===== config.mk =====
export PLATFORM = sky130hd
export DESIGN_NAME = scsi_strobe_timer
export DESIGN_NICKNAME = d
export VERILOG_FILES = /design/src/rtl/scsi_strobe_timer.sv
export SDC_FILE = /design/constraint.sdc
export NUM_CORES = 1
export LEC_CHECK = 0
export BUFFER_PORTS_ARGS = -buffer_cell sky130_fd_sc_hd__buf_2
export CAP_MARGIN = 40
export CORE_ASPECT_RATIO = 1.25
export CORE_MARGIN = 1
export CORE_UTILIZATION = 30
export DETAILED_ROUTE_END_ITERATION = 7
export PLACE_DENSITY_LB_ADDON = 0.12
export SLEW_MARGIN = 15
export SYNTH_ARGS = -nofsm -noshare
export SYNTH_HDL_FRONTEND = slang
export SYNTH_SLANG_ARGS = --single-unit

===== constraint.sdc =====
create_clock -name nCLK -period 3.27 [get_ports nCLK]
set_input_delay 0.4905 -clock nCLK [delete_from_list [all_inputs] [get_ports nCLK]]
set_output_delay 0.4905 -clock nCLK [all_outputs]
set_load 0.02 [all_outputs]

===== src/rtl/scsi_strobe_timer.sv =====
// -----------------------------------------------------------------------------
// scsi_strobe_timer
//
// Peripheral-port strobe timing stage that sits directly after the SCSI state
// machine. It takes level requests and turns them into timed WD33C93A bus
// cycles. A request is read or write, aimed at either register-select or
// DMA-acknowledge. Each bus cycle has the following phases:
//   SETUP   : select (_CSS or _DACK) and PDATA_OE_ low, strobes high
//   STROBE  : _IOR or _IOW low; a read raises LATCH in the last cycle
//   HOLD    : strobe high, select and PDATA_OE_ still low; DONE in last cycle
//   RECOVER : every bus signal idle, BUSY still high
// Every output is a flop, so no input reaches an output combinationally.
//
// Ports
//   nCLK       clock, all state on its rising edge
//   RESET_     asynchronous active-low reset
//   RD_REQ     read request level
//   WR_REQ     write request level
//   CS_REQ     target is a WD33C93A register (_CSS)
//   DACK_REQ   target is a DMA data transfer (_DACK)
//   PRESET     peripheral reset, overrides everything
//   _IOR       active-low read strobe
//   _IOW       active-low write strobe
//   _CSS       active-low chip select
//   _DACK      active-low DMA acknowledge
//   PDATA_OE_  active-low peripheral-bus level-shifter enable
//   LATCH      one-cycle pulse to capture read data
//   DONE       one-cycle completion pulse
//   BUSY       high whenever the block is not idle
//   ERR        one-cycle pulse when an illegal request is rejected
// -----------------------------------------------------------------------------
module scsi_strobe_timer #(
  parameter int unsigned SETUP_CYC    = 1,  // 1..15
  parameter int unsigned PULSE_CYC    = 3,  // 1..15
  parameter int unsigned HOLD_CYC     = 1,  // 1..15
  parameter int unsigned RECOVERY_CYC = 2   // 1..15
) (
  input  logic nCLK,
  input  logic RESET_,
  input  logic RD_REQ,
  input  logic WR_REQ,
  input  logic CS_REQ,
  input  logic DACK_REQ,
  input  logic PRESET,
  output logic _IOR,
  output logic _IOW,
  output logic _CSS,
  output logic _DACK,
  output logic PDATA_OE_,
  output logic LATCH,
  output logic DONE,
  output logic BUSY,
  output logic ERR
);

  typedef enum logic [2:0] {
    IDLE,
    SETUP,
    STROBE,
    HOLD,
    RECOVER
  } state_t;

  // The counter is loaded with (phase length - 1) on entry to each phase.
  localparam logic [3:0] SETUP_LD = 4'(SETUP_CYC - 1);
  localparam logic [3:0] PULSE_LD = 4'(PULSE_CYC - 1);
  localparam logic [3:0] HOLD_LD  = 4'(HOLD_CYC - 1);
  localparam logic [3:0] REC_LD   = 4'(RECOVERY_CYC - 1);

  state_t     state, state_nx;
  logic [3:0] cnt, cnt_nx;
  logic       armed, armed_nx;
  logic       dir_rd, dir_rd_nx;   // latched direction: 1 = read
  logic       tgt_cs, tgt_cs_nx;   // latched target: 1 = _CSS, 0 = _DACK

  logic       any_req, legal_req, decide, accept, reject;

  logic ior_nx, iow_nx, css_nx, dack_nx, oe_nx;
  logic latch_nx, done_nx, busy_nx, err_nx;

  // ---------------------------------------------------------------------------
  // Next-state, counter and registered-output decode
  // ---------------------------------------------------------------------------
  always_comb begin
    // NOTE: every signal written here is given a default first, so no path
    // leaves a value unassigned and no latch can be inferred.
    state_nx  = state;
    cnt_nx    = (cnt != 4'd0) ? cnt - 4'd1 : 4'd0;  // saturate, never wrap
    dir_rd_nx = dir_rd;
    tgt_cs_nx = tgt_cs;
    armed_nx  = armed;

    any_req   = RD_REQ | WR_REQ;
    legal_req = (RD_REQ ^ WR_REQ) & (CS_REQ ^ DACK_REQ);
    // Only one decision is made per armed idle period. After that, the
    // requester must drop both RD_REQ and WR_REQ before the next decision.
    decide    = (state == IDLE) && !PRESET && armed && any_req;
    accept    = decide && legal_req;
    reject    = decide && !legal_req;

    if (!any_req) begin
      armed_nx = 1'b1;
    end else if (decide) begin
      armed_nx = 1'b0;
    end

    if (PRESET) begin
      // While PRESET is high the counter stays at the recovery reload value.
      // The countdown starts only after PRESET falls.
      state_nx = RECOVER;
      cnt_nx   = REC_LD;
    end else begin
      unique case (state)
        IDLE: begin
          cnt_nx = 4'd0;
          if (accept) begin
            state_nx  = SETUP;
            cnt_nx    = SETUP_LD;
            dir_rd_nx = RD_REQ;
            tgt_cs_nx = CS_REQ;
          end
        end
        SETUP: begin
          if (cnt == 4'd0) begin
            state_nx = STROBE;
            cnt_nx   = PULSE_LD;
          end
        end
        STROBE: begin
          if (cnt == 4'd0) begin
            state_nx = HOLD;
            cnt_nx   = HOLD_LD;
          end
        end
        HOLD: begin
          if (cnt == 4'd0) begin
            state_nx = RECOVER;
            cnt_nx   = REC_LD;
          end
        end
        RECOVER: begin
          if (cnt == 4'd0) begin
            state_nx = IDLE;
            cnt_nx   = 4'd0;
          end
        end
        default: begin
          state_nx = IDLE;
          cnt_nx   = 4'd0;
        end
      endcase
    end

    // The outputs are decoded from the next state, so each flop shows the
    // phase that the block is entering on this edge.
    ior_nx   = 1'b1;
    iow_nx   = 1'b1;
    css_nx   = 1'b1;
    dack_nx  = 1'b1;
    oe_nx    = 1'b1;
    latch_nx = 1'b0;
    done_nx  = 1'b0;
    busy_nx  = (state_nx != IDLE);
    err_nx   = reject;

    if (PRESET) begin
      // The peripheral reset is signalled by driving both strobes low with
      // the selects idle.
      ior_nx = 1'b0;
      iow_nx = 1'b0;
    end else begin
      unique case (state_nx)
        SETUP: begin
          css_nx  = !tgt_cs_nx;
          dack_nx = tgt_cs_nx;
          oe_nx   = 1'b0;
        end
        STROBE: begin
          css_nx   = !tgt_cs_nx;
          dack_nx  = tgt_cs_nx;
          oe_nx    = 1'b0;
          ior_nx   = !dir_rd_nx;
          iow_nx   = dir_rd_nx;
          latch_nx = dir_rd_nx && (cnt_nx == 4'd0);
        end
        HOLD: begin
          css_nx  = !tgt_cs_nx;
          dack_nx = tgt_cs_nx;
          oe_nx   = 1'b0;
          done_nx = (cnt_nx == 4'd0);
        end
        default: ;  // IDLE and RECOVER leave the bus idle
      endcase
    end
  end

  // ---------------------------------------------------------------------------
  // State and output registers
  // ---------------------------------------------------------------------------
  // NOTE: sequential state uses non-blocking assignments only. All flops then
  // update together from values sampled before the edge.
  always_ff @(posedge nCLK or negedge RESET_) begin
    if (!RESET_) begin
      state     <= IDLE;
      cnt       <= 4'd0;
      armed     <= 1'b1;
      dir_rd    <= 1'b0;
      tgt_cs    <= 1'b0;
      _IOR      <= 1'b1;
      _IOW      <= 1'b1;
      _CSS      <= 1'b1;
      _DACK     <= 1'b1;
      PDATA_OE_ <= 1'b1;
      LATCH     <= 1'b0;
      DONE      <= 1'b0;
      BUSY      <= 1'b0;
      ERR       <= 1'b0;
    end else begin
      state     <= state_nx;
      cnt       <= cnt_nx;
      armed     <= armed_nx;
      dir_rd    <= dir_rd_nx;
      tgt_cs    <= tgt_cs_nx;
      _IOR      <= ior_nx;
      _IOW      <= iow_nx;
      _CSS      <= css_nx;
      _DACK     <= dack_nx;
      PDATA_OE_ <= oe_nx;
      LATCH     <= latch_nx;
      DONE      <= done_nx;
      BUSY      <= busy_nx;
      ERR       <= err_nx;
    end
  end

endmodule


==> summary.md, run 1 <==
| Metric | Value |
|---|---|
| Status | finished, final reports clean |
| Leak pwr | 0.552 nW |
| Cell area after layout | 0.00118 sq mm |
| Nets | 122 |
| PnR Total Power | 0.659 mW |
| Synthesized cell area | 0.00105 sq mm |
| Clk_skew | 0.00504 ns |
| Hold Violations, Final | 0 |
| Setup CP Type | flip-flop to flip-flop |
| RSZ-0062 raised after global routing | false |
| Post-route ant nets | 0 |
| Layout Area Growth over Synthesis | 11.6% |
| Final HPWL DP | 1520 um |
| CTS buffer count | 3 |
| Clock insertion delay at the later pin of the skew report | 0.26 ns |
| Layout cells sized above 1 | 32.4% |
| Gpl congestion | 0.794 |
| Sequential share of the synthesized area | 45.8% |
| Number of diodes | 0 |
| Startpoint Class | flip-flop |
| Largest net degree at the start of global routing | 20 |
| Hold WC Path Type | input port to asynchronous set/reset pin |
| Clk sinks | 19 |
| Leading register cell type out of synthesis | dfrtp_1 |
| Yosys top cell by area | dfrtp_1 |
| Cts hold-fix bufs | 0 |
| Fin Hold WS | 0.157 ns |
| Cell Count, Final, Fillers Out | 148 |
| Net count after synthesis | 107 |
| Die Ht | 68.3 um |
| Wirelength per Cell | 13.5 um |
| Total gr overflow | 0 |
| Worst EP required | 3.46 ns |
| Synth area leaders | dfrtp_1 (31%), dfstp_2 (15%), ha_1 (3.6%) |
| PD cells | 560 mW/mm^2 |
| Drt pass-1 iters | 4 |
| R2r setup slk | 1.25 ns |
| Yosys reg bits | 19 |
| First DRT Iteration DRCs | 21 |
| Top-area cell type share of the netlist area | 30.9% |
| Setup violators final | 0 |
| Filler cell count | 341 |
| Row cnt | 23 |
| Max_slew headroom | 70.8% |
| Storage element area | 483 sq um |
| Die area | 0.00375 sq mm |
| Ports | 16 |
| Die Wd | 55.0 um |
| Max-cap violations | 0 |
| Setup TNS Final | 0 ns |
| Synth Warn # | 0 |
| Max Slew Vio Count | 0 |
| Min cycle time layout | 2.02 ns |
| Mean Syn Cell Area | 10.9 sq um |
| CP arrival | 2.21 ns |
| Asr flop ratio synth | 100% |
| Final period util | 61.8% |
| Vias | 751 |
| Final wirelength | 2000 um |
| Post-synth top cells | dfrtp_1 (13), inv_1 (9), a21oi_1 (6), dfstp_2 (6), nor2_1 (6) |
| EDFF count, synth | 0 |
| First-pass GRT wire length | 3260 um |
| Core Area | 0.00328 sq mm |
| Initial core utilization | 32.1% |
| Setup Buffers After CTS | 0 |
| Max Fclk | 495 MHz |
| CTS root buf | clkbuf_8 |
| Worst VDD drop | 187 uV |
| Crit end category | flip-flop |
| Least-Margin Pin Slew | 0.438 ns |
| CTS resizes | 0 |
| Antenna violations before repair | 0 |
| Drc violations | 0 |
| Cells after DPL | 144 |
| Most frequent cell after synthesis | dfrtp_1 |
| Cell count after synthesis | 97 |
| Cell Area, Placed | 0.00113 sq mm |
| All-Layer GR Usage | 12.5% |
| Port bufs | 15 |
| Unique masters post-synth | 40 |
| Number of vias per cell | 5.07 |
| Clock transition at path regs | 0.08 ns |
| TritonCTS clock tree | done |
| Clock Path Buffers | 2 |
| Area of the multi-input gates | 492 sq um |
| # H-tree levels | 1 |
| Max Fanout on Critical Path | 9 |
| Vias in the first global route | 679 |
-- metrics by stage --
stage / worst slack, ns / utilization [%]
6_report: 1.25 / 35.9
5_1_grt: 1.08 / 35.9
4_1_cts: 1.25 / 35.9
3_5_place_dp: 1.28 / 34.4
3_3_place_gp: 1.33 / 34.4
2_1_floorplan: 1.46 / -
-- layer usage --
metal	track usage, %	up-vias	wire [um]
met1	15.6	361	915
met5	0	-	0
met4	5.63	0	41
li1	-	369	-
met3	2.67	5	69
met2	20.0	16	976
-- cells by family after synthesis --
kind of cell	Yosys count	synth area share (%)
xor gates and xnor gates	4	3.33
muxes	2	1.90
and+or+nand+nor	37	26.1
DFF	19	45.8
adders and majority gates	3	3.56
buffers and inverters	14	7.48
AOI/OAI and AO/OA	18	11.8
-- sequential cells by signal (all words and copies together) (netlist names) --
signal / count
cnt: 4
state: 3
BUSY: 1
DONE: 1
ERR: 1
LATCH: 1
PDATA_OE_: 1
_CSS: 1
_DACK: 1
_IOR: 1
_IOW: 1
armed: 1
dir_rd: 1
tgt_cs: 1
-- final cells by class --
| cell class | instances | area share, % |
|---|---|---|
| timing repair buffer | 15 | 6.38 |
| multi-input combinational | 64 | 41.8 |
| inverter | 9 | 2.87 |
| clock buffer | 3 | 3.51 |
| clock inverter | 1 | 0.426 |
| tap | 37 | 3.94 |
| sequential | 19 | 41.1 |
-- layout by cell type (no fill, tap or decap), types with 2 or more instances in the layout --
master and count:
dfrtp_1 13, nand2_1 5, nor2_1 6, o21a_1 2
buf_2 15, or3_1 2, a21oi_1 6, o21ai_0 2
nand2b_1 2, o21bai_1 2, inv_1 9, xnor2_1 3
mux2i_1 2, nor3_1 3, dfstp_2 6, nand3_1 3
o31ai_1 2, or3b_1 2, clkbuf_8 3, ha_1 3
-- path summary, 6_finish.rpt --
check                           startpoint      to  cells past startpoint
worst max-delay path                cnt[0]   LATCH                      7
worst min-delay path                RESET_  tgt_cs                      1
worst max register to register      cnt[0]   LATCH                      7
worst min register to register       armed   armed                      2
max in group asynchronous           RESET_    _IOW                      1
min in group nCLK                    armed   armed                      2
-- where the power goes --
part | switching, mW | internal [mW]
Sequential | 0.0306 | 0.271
Combinational | 0.109 | 0.0784
Clock | 0.0851 | 0.0849
Total | 0.225 | 0.434
-- worst max-delay path: stages (launching register included) --
cell and delay (ns):
dfrtp_1 0.43, inv_1 0.14, ha_1 0.20, nor3b_4 0.36, nor2_2 0.09, a2111o_1 0.43
nand4b_4 0.18, nor3_2 0.11
(Power assumes the default switching activity.)
==> run 2, diff against run 1 <==
==> constraint.sdc (replaced) <==
create_clock -name nCLK -period 2 [get_ports nCLK]
set_input_delay 0.3 -clock nCLK [delete_from_list [all_inputs] [get_ports nCLK]]
set_output_delay 0.3 -clock nCLK [all_outputs]
set_load 0.02 [all_outputs]
==> summary.md, run 2 (synthesis gave the netlist of run 1 again) <==
| Metric | Value |
|---|---|
| Status | finished, final reports clean (unchanged) |
| Die Wd | 55.0 um (unchanged) |
| Biggest regs | cnt (4), state (3) (unchanged) |
| Setup CP Type | flip-flop to flip-flop (unchanged) |
| Clk sinks | 19 (unchanged) |
| CP arrival | 2.04 ns (was 2.21 ns) |
| Leak pwr | 0.577 nW (was 0.552 nW) |
| PD cells | 910 mW/mm^2 (was 560 mW/mm^2) |
| Clk_skew | 0.00550 ns (was 0.00504 ns) |
| CP top delay family | simple AND/OR/NAND/NOR gates (unchanged) |
| Final period util | 93.8% (was 61.8%) |
| Die Ht | 68.3 um (unchanged) |
| Crit end category | flip-flop (unchanged) |
| Setup violators final | 0 (unchanged) |
| Clock transition at path regs | 0.08 ns (about the same) |
| Max Fclk | 533 MHz (was 495 MHz) |
| Slowest stage delay, CP | 0.48 ns (was 0.43 ns) |
| First-pass GRT wire length | 3310 um (was 3260 um) |
| Setup TNS Final | 0 ns (unchanged) |
| Startpoint Class | flip-flop (unchanged) |
| Pre-CTS setup slack | 0.0925 ns (was 1.28 ns) |
| Layout Area Growth over Synthesis | 16.0% (was 11.6%) |
| Top reg by flops | cnt (unchanged) |
| Fin Hold WS | 0.302 ns (was 0.157 ns) |
| Layout cells sized above 1 | 34.2% (was 32.4%) |
| Crit-path cells | inv_1, ha_1, or3b_1, or3_1, a311oi_1 (was inv_1, ha_1, nor3b_4, nor2_2, a2111o_1, nand4b_4, nor3_2) |
| Row cnt | 23 (unchanged) |
| Critical Path Slowest Stage Cell | or3b_1 (was dfrtp_1) |
| Max_slew headroom | 70.1% (was 70.8%) |
| Worst VDD drop | 417 uV (was 187 uV) |
| All-Layer GR Usage | 12.6% (was 12.5%) |
| Clock insertion delay at the later pin of the skew report | 0.26 ns (about the same) |
| Worst EP required | 2.16 ns (was 3.46 ns) |
| Clk pwr share | 24.5% (was 25.8%) |
| Number of diodes | 0 (unchanged) |
| Least-Margin Pin Slew | 0.448 ns (was 0.438 ns) |
| Die area | 0.00375 sq mm (unchanged) |
| Vias in the first global route | 739 (was 679) |
| Min cycle time layout | 1.88 ns (was 2.02 ns) |
| Ports | 16 (unchanged) |
| First DRT Iteration DRCs | 14 (was 21) |
| Initial core utilization | 32.1% (unchanged) |
| Max-cap violations | 0 (unchanged) |
| Nets | 128 (was 122) |
| Total gr overflow | 0 (unchanged) |
| Most common cell after layout, fill and taps aside | buf_2 (unchanged) |
| Largest register FFs | 4 (unchanged) |
| Post-route ant nets | 0 (unchanged) |
| Antenna violations before repair | 0 (unchanged) |
| Final wirelength | 2090 um (was 2000 um) |
| Clock Path Buffers | 2 (unchanged) |
| Drc violations | 0 (unchanged) |
| Vias | 758 (was 751) |
| Comb power frac | 32.4% (was 28.5%) |
| Port bufs | 15 (unchanged) |
| TritonCTS clock tree | done (unchanged) |
| Final Worst Setup Slack | 0.123 ns (was 1.25 ns) |
| NetSw | 0.367 mW (was 0.225 mW) |
| Max Fanout on Critical Path | 6 (was 9) |
| # H-tree levels | 1 (unchanged) |
| Buf/Inv on CP | 1 (unchanged) |
| Hold Violations, Final | 0 (unchanged) |
| Internal Pwr Total | 0.745 mW (was 0.434 mW) |
| Final HPWL DP | 1510 um (was 1520 um) |
| Wirelength per Cell | 13.6 um (was 13.5 um) |
| Hold WC Path Type | input port to flip-flop (was input port to asynchronous set/reset pin) |
| Max Slew Vio Count | 0 (unchanged) |
| Largest net degree at the start of global routing | 20 (unchanged) |
| Most frequent cells in the layout | buf_2 (15), dfrtp_1 (13), inv_1 (9) (unchanged) |
| Number of vias per cell | 4.92 (was 5.07) |
| Sequential power share | 43.0% (was 45.7%) |
| CTS root buf | clkbuf_8 (unchanged) |
| Sw Ratio | 33.0% (was 34.1%) |
| RSZ-0062 raised after global routing | false (unchanged) |
| Core Area | 0.00328 sq mm (unchanged) |
| Gpl congestion | 0.835 (was 0.794) |
| Drt pass-1 iters | 3 (was 4) |
| CTS buffer count | 3 (unchanged) |
-- run 2: cell count changes in the layout (fill, tap and decap cells not counted), sizes merged --
| cell | previous run | this run |
|---|---|---|
| dlygate4sd3 | 0 | 1 |
| clkbuf | 3 | 4 |
| buf | 15 | 20 |
| clkinv | 1 | 0 |
-- run 2: timing repair --
item                                   CTS  global route
buffers inserted                         0             2
endpoints found under the hold margin   13             0
gates resized for setup                  0             1
setup endpoints to repair                0             2
hold buffers                             1             0
-- run 2: routing by layer --
| metal | wire length, um | part of all wire (%) | track usage [%] | vias up |
|---|---|---|---|---|
| li1 | - | - | - | 381 |
| met1 | 941 | 45 | 15.2 | 364 |
| met2 | 1090 | 52 | 22.0 | 11 |
| met3 | 51 | 2.4 | 2.00 | 2 |
| met4 | 11 | 0.53 | 4.38 | 0 |
| met5 | 0 | 0 | 0 | - |
-- run 2: power by group through the flow --
stage	sequential [mW]	combinational [mW]	clock, mW
2_1_floorplan	0.492	0.261	0
3_3_place_gp	0.485	0.339	0
3_5_place_dp	0.486	0.340	0
4_1_cts	0.478	0.344	0.283
5_1_grt	0.487	0.401	0.302
6_report	0.478	0.361	0.273
-- run 2: stage by stage --
stage	cells	total power, mW	util [%]	area (sq um)
2_1_floorplan	97	0.753	-	1050
3_3_place_gp	147	0.824	35.1	1150
3_5_place_dp	147	0.826	35.1	1150
4_1_cts	152	1.11	36.8	1210
5_1_grt	154	1.19	37.3	1220
6_report	154	1.11	37.3	1220
-- run 2: path summary, 6_finish.rpt --
path,start,endpoint,slack [ns],cells past startpoint
setup / recovery,cnt[1],state[0],0.12,5
hold / removal,PRESET,_IOW,0.30,2
setup reg to reg,cnt[1],state[0],0.12,5
hold reg to reg,armed,armed,0.47,2
max in group asynchronous,RESET_,_DACK,1.16,2
min in group asynchronous,RESET_,tgt_cs,0.51,2
-- run 2: cell type report --
class / instances / area (sq um)
multi-input cells: 64 / 492
clock buffers: 4 / 45.0
well taps: 37 / 46.3
flip-flops and latches: 19 / 483
repair buffers: 21 / 123
fillers: 342 / 2060
inverters: 9 / 33.8
==> run 3, diff against run 2 <==
--- a/config.mk
+++ b/config.mk
@@ -12,6 +12,7 @@
 export CORE_UTILIZATION = 30
 export DETAILED_ROUTE_END_ITERATION = 7
 export PLACE_DENSITY_LB_ADDON = 0.12
+export SKIP_LAST_GASP = 1
 export SLEW_MARGIN = 15
 export SYNTH_ARGS = -nofsm -noshare
 export SYNTH_HDL_FRONTEND = slang
==> constraint.sdc (replaced) <==
create_clock -name nCLK -period 2 [get_ports nCLK]
set_input_delay 0.6 -clock nCLK [delete_from_list [all_inputs] [get_ports nCLK]]
set_output_delay 0.6 -clock nCLK [all_outputs]
set_load 0.02 [all_outputs]
==> summary.md, run 3 (synthesis gave the netlist of run 1 again) <==
| Metric | Value |
|---|---|
| Cell Area, Placed | 0.00118 sq mm (was 0.00115 sq mm) |
| CTS root buf | clkbuf_8 (unchanged) |
| Core Area | 0.00328 sq mm (unchanged) |
| Cell Count, Final, Fillers Out | 155 (was 154) |
| Max Slew Vio Count | 0 (unchanged) |
| Max Fanout on Critical Path | 6 (unchanged) |
| Number of diodes | 0 (unchanged) |
| Clock insertion delay at the later pin of the skew report | 0.26 ns (about the same) |
| Startpoint Class | flip-flop (unchanged) |
| Crit end category | flip-flop (unchanged) |
| Die Ht | 68.3 um (unchanged) |
| Vias in the first global route | 751 (was 739) |
| Post-route ant nets | 0 (unchanged) |
| All-Layer GR Usage | 13.2% (was 12.6%) |
| Number of vias per cell | 4.99 (was 4.92) |
| Worst EP required | 2.14 ns (was 2.16 ns) |
| Most frequent cells in the layout | buf_2 (15), dfrtp_1 (13), inv_1 (9) (unchanged) |
| Nets | 129 (was 128) |
| Critical Path Start | cnt[1] (unchanged) |
| Worst r2r src | cnt[1] (unchanged) |
| Die area | 0.00375 sq mm (unchanged) |
| Drc violations | 0 (unchanged) |
| Pre-CTS setup slack | 0.0994 ns (was 0.0925 ns) |
| Filler cell count | 356 (was 342) |
| Top reg by flops | cnt (unchanged) |
| TritonCTS clock tree | done (unchanged) |
| Setup violators final | 0 (unchanged) |
| Total gr overflow | 0 (unchanged) |
| Max-cap violations | 0 (unchanged) |
| Sequential power share | 43.8% (was 43.0%) |
| Clk pwr share | 24.8% (was 24.5%) |
| Wirelength per Cell | 13.2 um (was 13.6 um) |
| Clock Path Buffers | 2 (unchanged) |
| Clock transition at path regs | 0.08 ns (about the same) |
| Antenna violations before repair | 0 (unchanged) |
| Largest register FFs | 4 (unchanged) |
| Layout Area Growth over Synthesis | 17.1% (was 16.0%) |
| Worst VDD drop | 389 uV (was 417 uV) |
| Cells after DPL | 151 (was 147) |
| Sw Ratio | 33.1% (was 33.0%) |
| Setup Buffers After CTS | 0 (unchanged) |
| RSZ-0062 raised after global routing | false (unchanged) |
| Final Worst Setup Slack | 0.111 ns (was 0.123 ns) |
| CTS resizes | 0 (unchanged) |
| Final wirelength | 2050 um (was 2090 um) |
| Status | finished, final reports clean (unchanged) |
| Gpl congestion | 0.786 (was 0.835) |
| Area of the multi-input gates | 494 sq um (was 492 sq um) |
| Ports | 16 (unchanged) |
| Port bufs | 15 (unchanged) |
| Vias | 773 (was 758) |
| Hold Violations, Final | 0 (unchanged) |
| Min cycle time layout | 1.89 ns (was 1.88 ns) |
| Internal Pwr Total | 0.746 mW (was 0.745 mW) |
| Setup CP Type | flip-flop to flip-flop (unchanged) |
| NetSw | 0.369 mW (was 0.367 mW) |
| Storage element area | 483 sq um (unchanged) |
| CTS buffer count | 3 (unchanged) |
| PD cells | 904 mW/mm^2 (was 910 mW/mm^2) |
| Biggest regs | cnt (4), state (3) (unchanged) |
| Max_slew headroom | 71.8% (was 70.1%) |
| Max Fclk | 529 MHz (was 533 MHz) |
| Initial core utilization | 32.1% (unchanged) |
| Die Wd | 55.0 um (unchanged) |
| Setup TNS Final | 0 ns (unchanged) |
| CP arrival | 2.03 ns (was 2.04 ns) |
| Final period util | 94.4% (was 93.8%) |
| Most common cell after layout, fill and taps aside | buf_2 (unchanged) |
| Comb power frac | 31.4% (was 32.4%) |
| Drt pass-1 iters | 4 (was 3) |
| Layout cells sized above 1 | 37.3% (was 34.2%) |
| Row cnt | 23 (unchanged) |
| Final HPWL DP | 1590 um (was 1510 um) |
| First-pass GRT wire length | 3420 um (was 3310 um) |
| PnR Total Power | 1.11 mW (about the same) |
| Hold WC Path Type | input port to asynchronous set/reset pin (was input port to flip-flop) |
| # H-tree levels | 1 (unchanged) |
| Cell area after layout | 0.00123 sq mm (was 0.00122 sq mm) |
| Least-Margin Pin Slew | 0.424 ns (was 0.448 ns) |
| Cts hold-fix bufs | 0 (was 1) |
| First DRT Iteration DRCs | 9 (was 14) |
| Clk sinks | 19 (unchanged) |
| Leak pwr | 0.583 nW (was 0.577 nW) |
| Largest net degree at the start of global routing | 20 (unchanged) |
| Clk_skew | 0.00707 ns (was 0.00550 ns) |
run 3: cell types whose count changed in the layout (fill, tap and decap cells not counted):
cell	delta
clkbuf_1	-1
or3b_1	-1
buf_4	+2
clkinvlp_4	+1
or3b_4	+1
dlygate4sd3_1	-1
run 3: cell type report:
type | count | share of cell area, %
Inverter | 9 | 2.74
Tap cell | 37 | 3.75
Sequential cell | 19 | 39.1
Multi-Input combinational cell | 64 | 40.1
Clock buffer | 3 | 3.35
Clock inverter | 1 | 0.609
Timing Repair Buffer | 22 | 10.3
run 3: metrics by stage:
stage	util, %	hold slack, ns
after floorplan	-	0.304
after global placement	36.0	0.464
after detailed placement	36.0	0.468
after CTS	37.5	0.281
after global routing	37.6	0.295
final	37.6	0.263
run 3: power by group through the flow:
| stage | clock network, mW | logic, mW | registers [mW] |
|---|---|---|---|
| 6_report | 0.277 | 0.350 | 0.488 |
| 5_1_grt | 0.307 | 0.391 | 0.498 |
| 4_1_cts | 0.289 | 0.351 | 0.488 |
| 3_5_place_dp | 0 | 0.350 | 0.495 |
| 3_3_place_gp | 0 | 0.346 | 0.494 |
| 2_1_floorplan | 0 | 0.261 | 0.492 |
run 3: final timing paths:
path,to,slack [ns],cells past startpoint
worst max-delay path,LATCH,0.11,7
worst min-delay path,BUSY,0.26,1
worst max register to register,LATCH,0.11,7
worst min register to register,armed,0.48,2
max in group asynchronous,_IOW,1.40,1
min in group nCLK,armed,0.48,2
run 3: worst max-delay path, cell delays in order, from the launching register on:
cell	delay [ns]
dfrtp_1	0.40
inv_1	0.07
ha_1	0.20
nor3b_4	0.17
buf_4	0.17
or4_2	0.58
nand4b_4	0.13
nor3_2	0.04
run 3: metal layers:
layer  global-route usage, %  part of all wire (%)  vias to the layer above
li1                        -                     -                      380
met1                    15.7                    46                      378
met2                    21.4                    49                       11
met3                    2.67                   3.2                        4
met4                    7.50                   1.7                        0
met5                       0                     0                        -
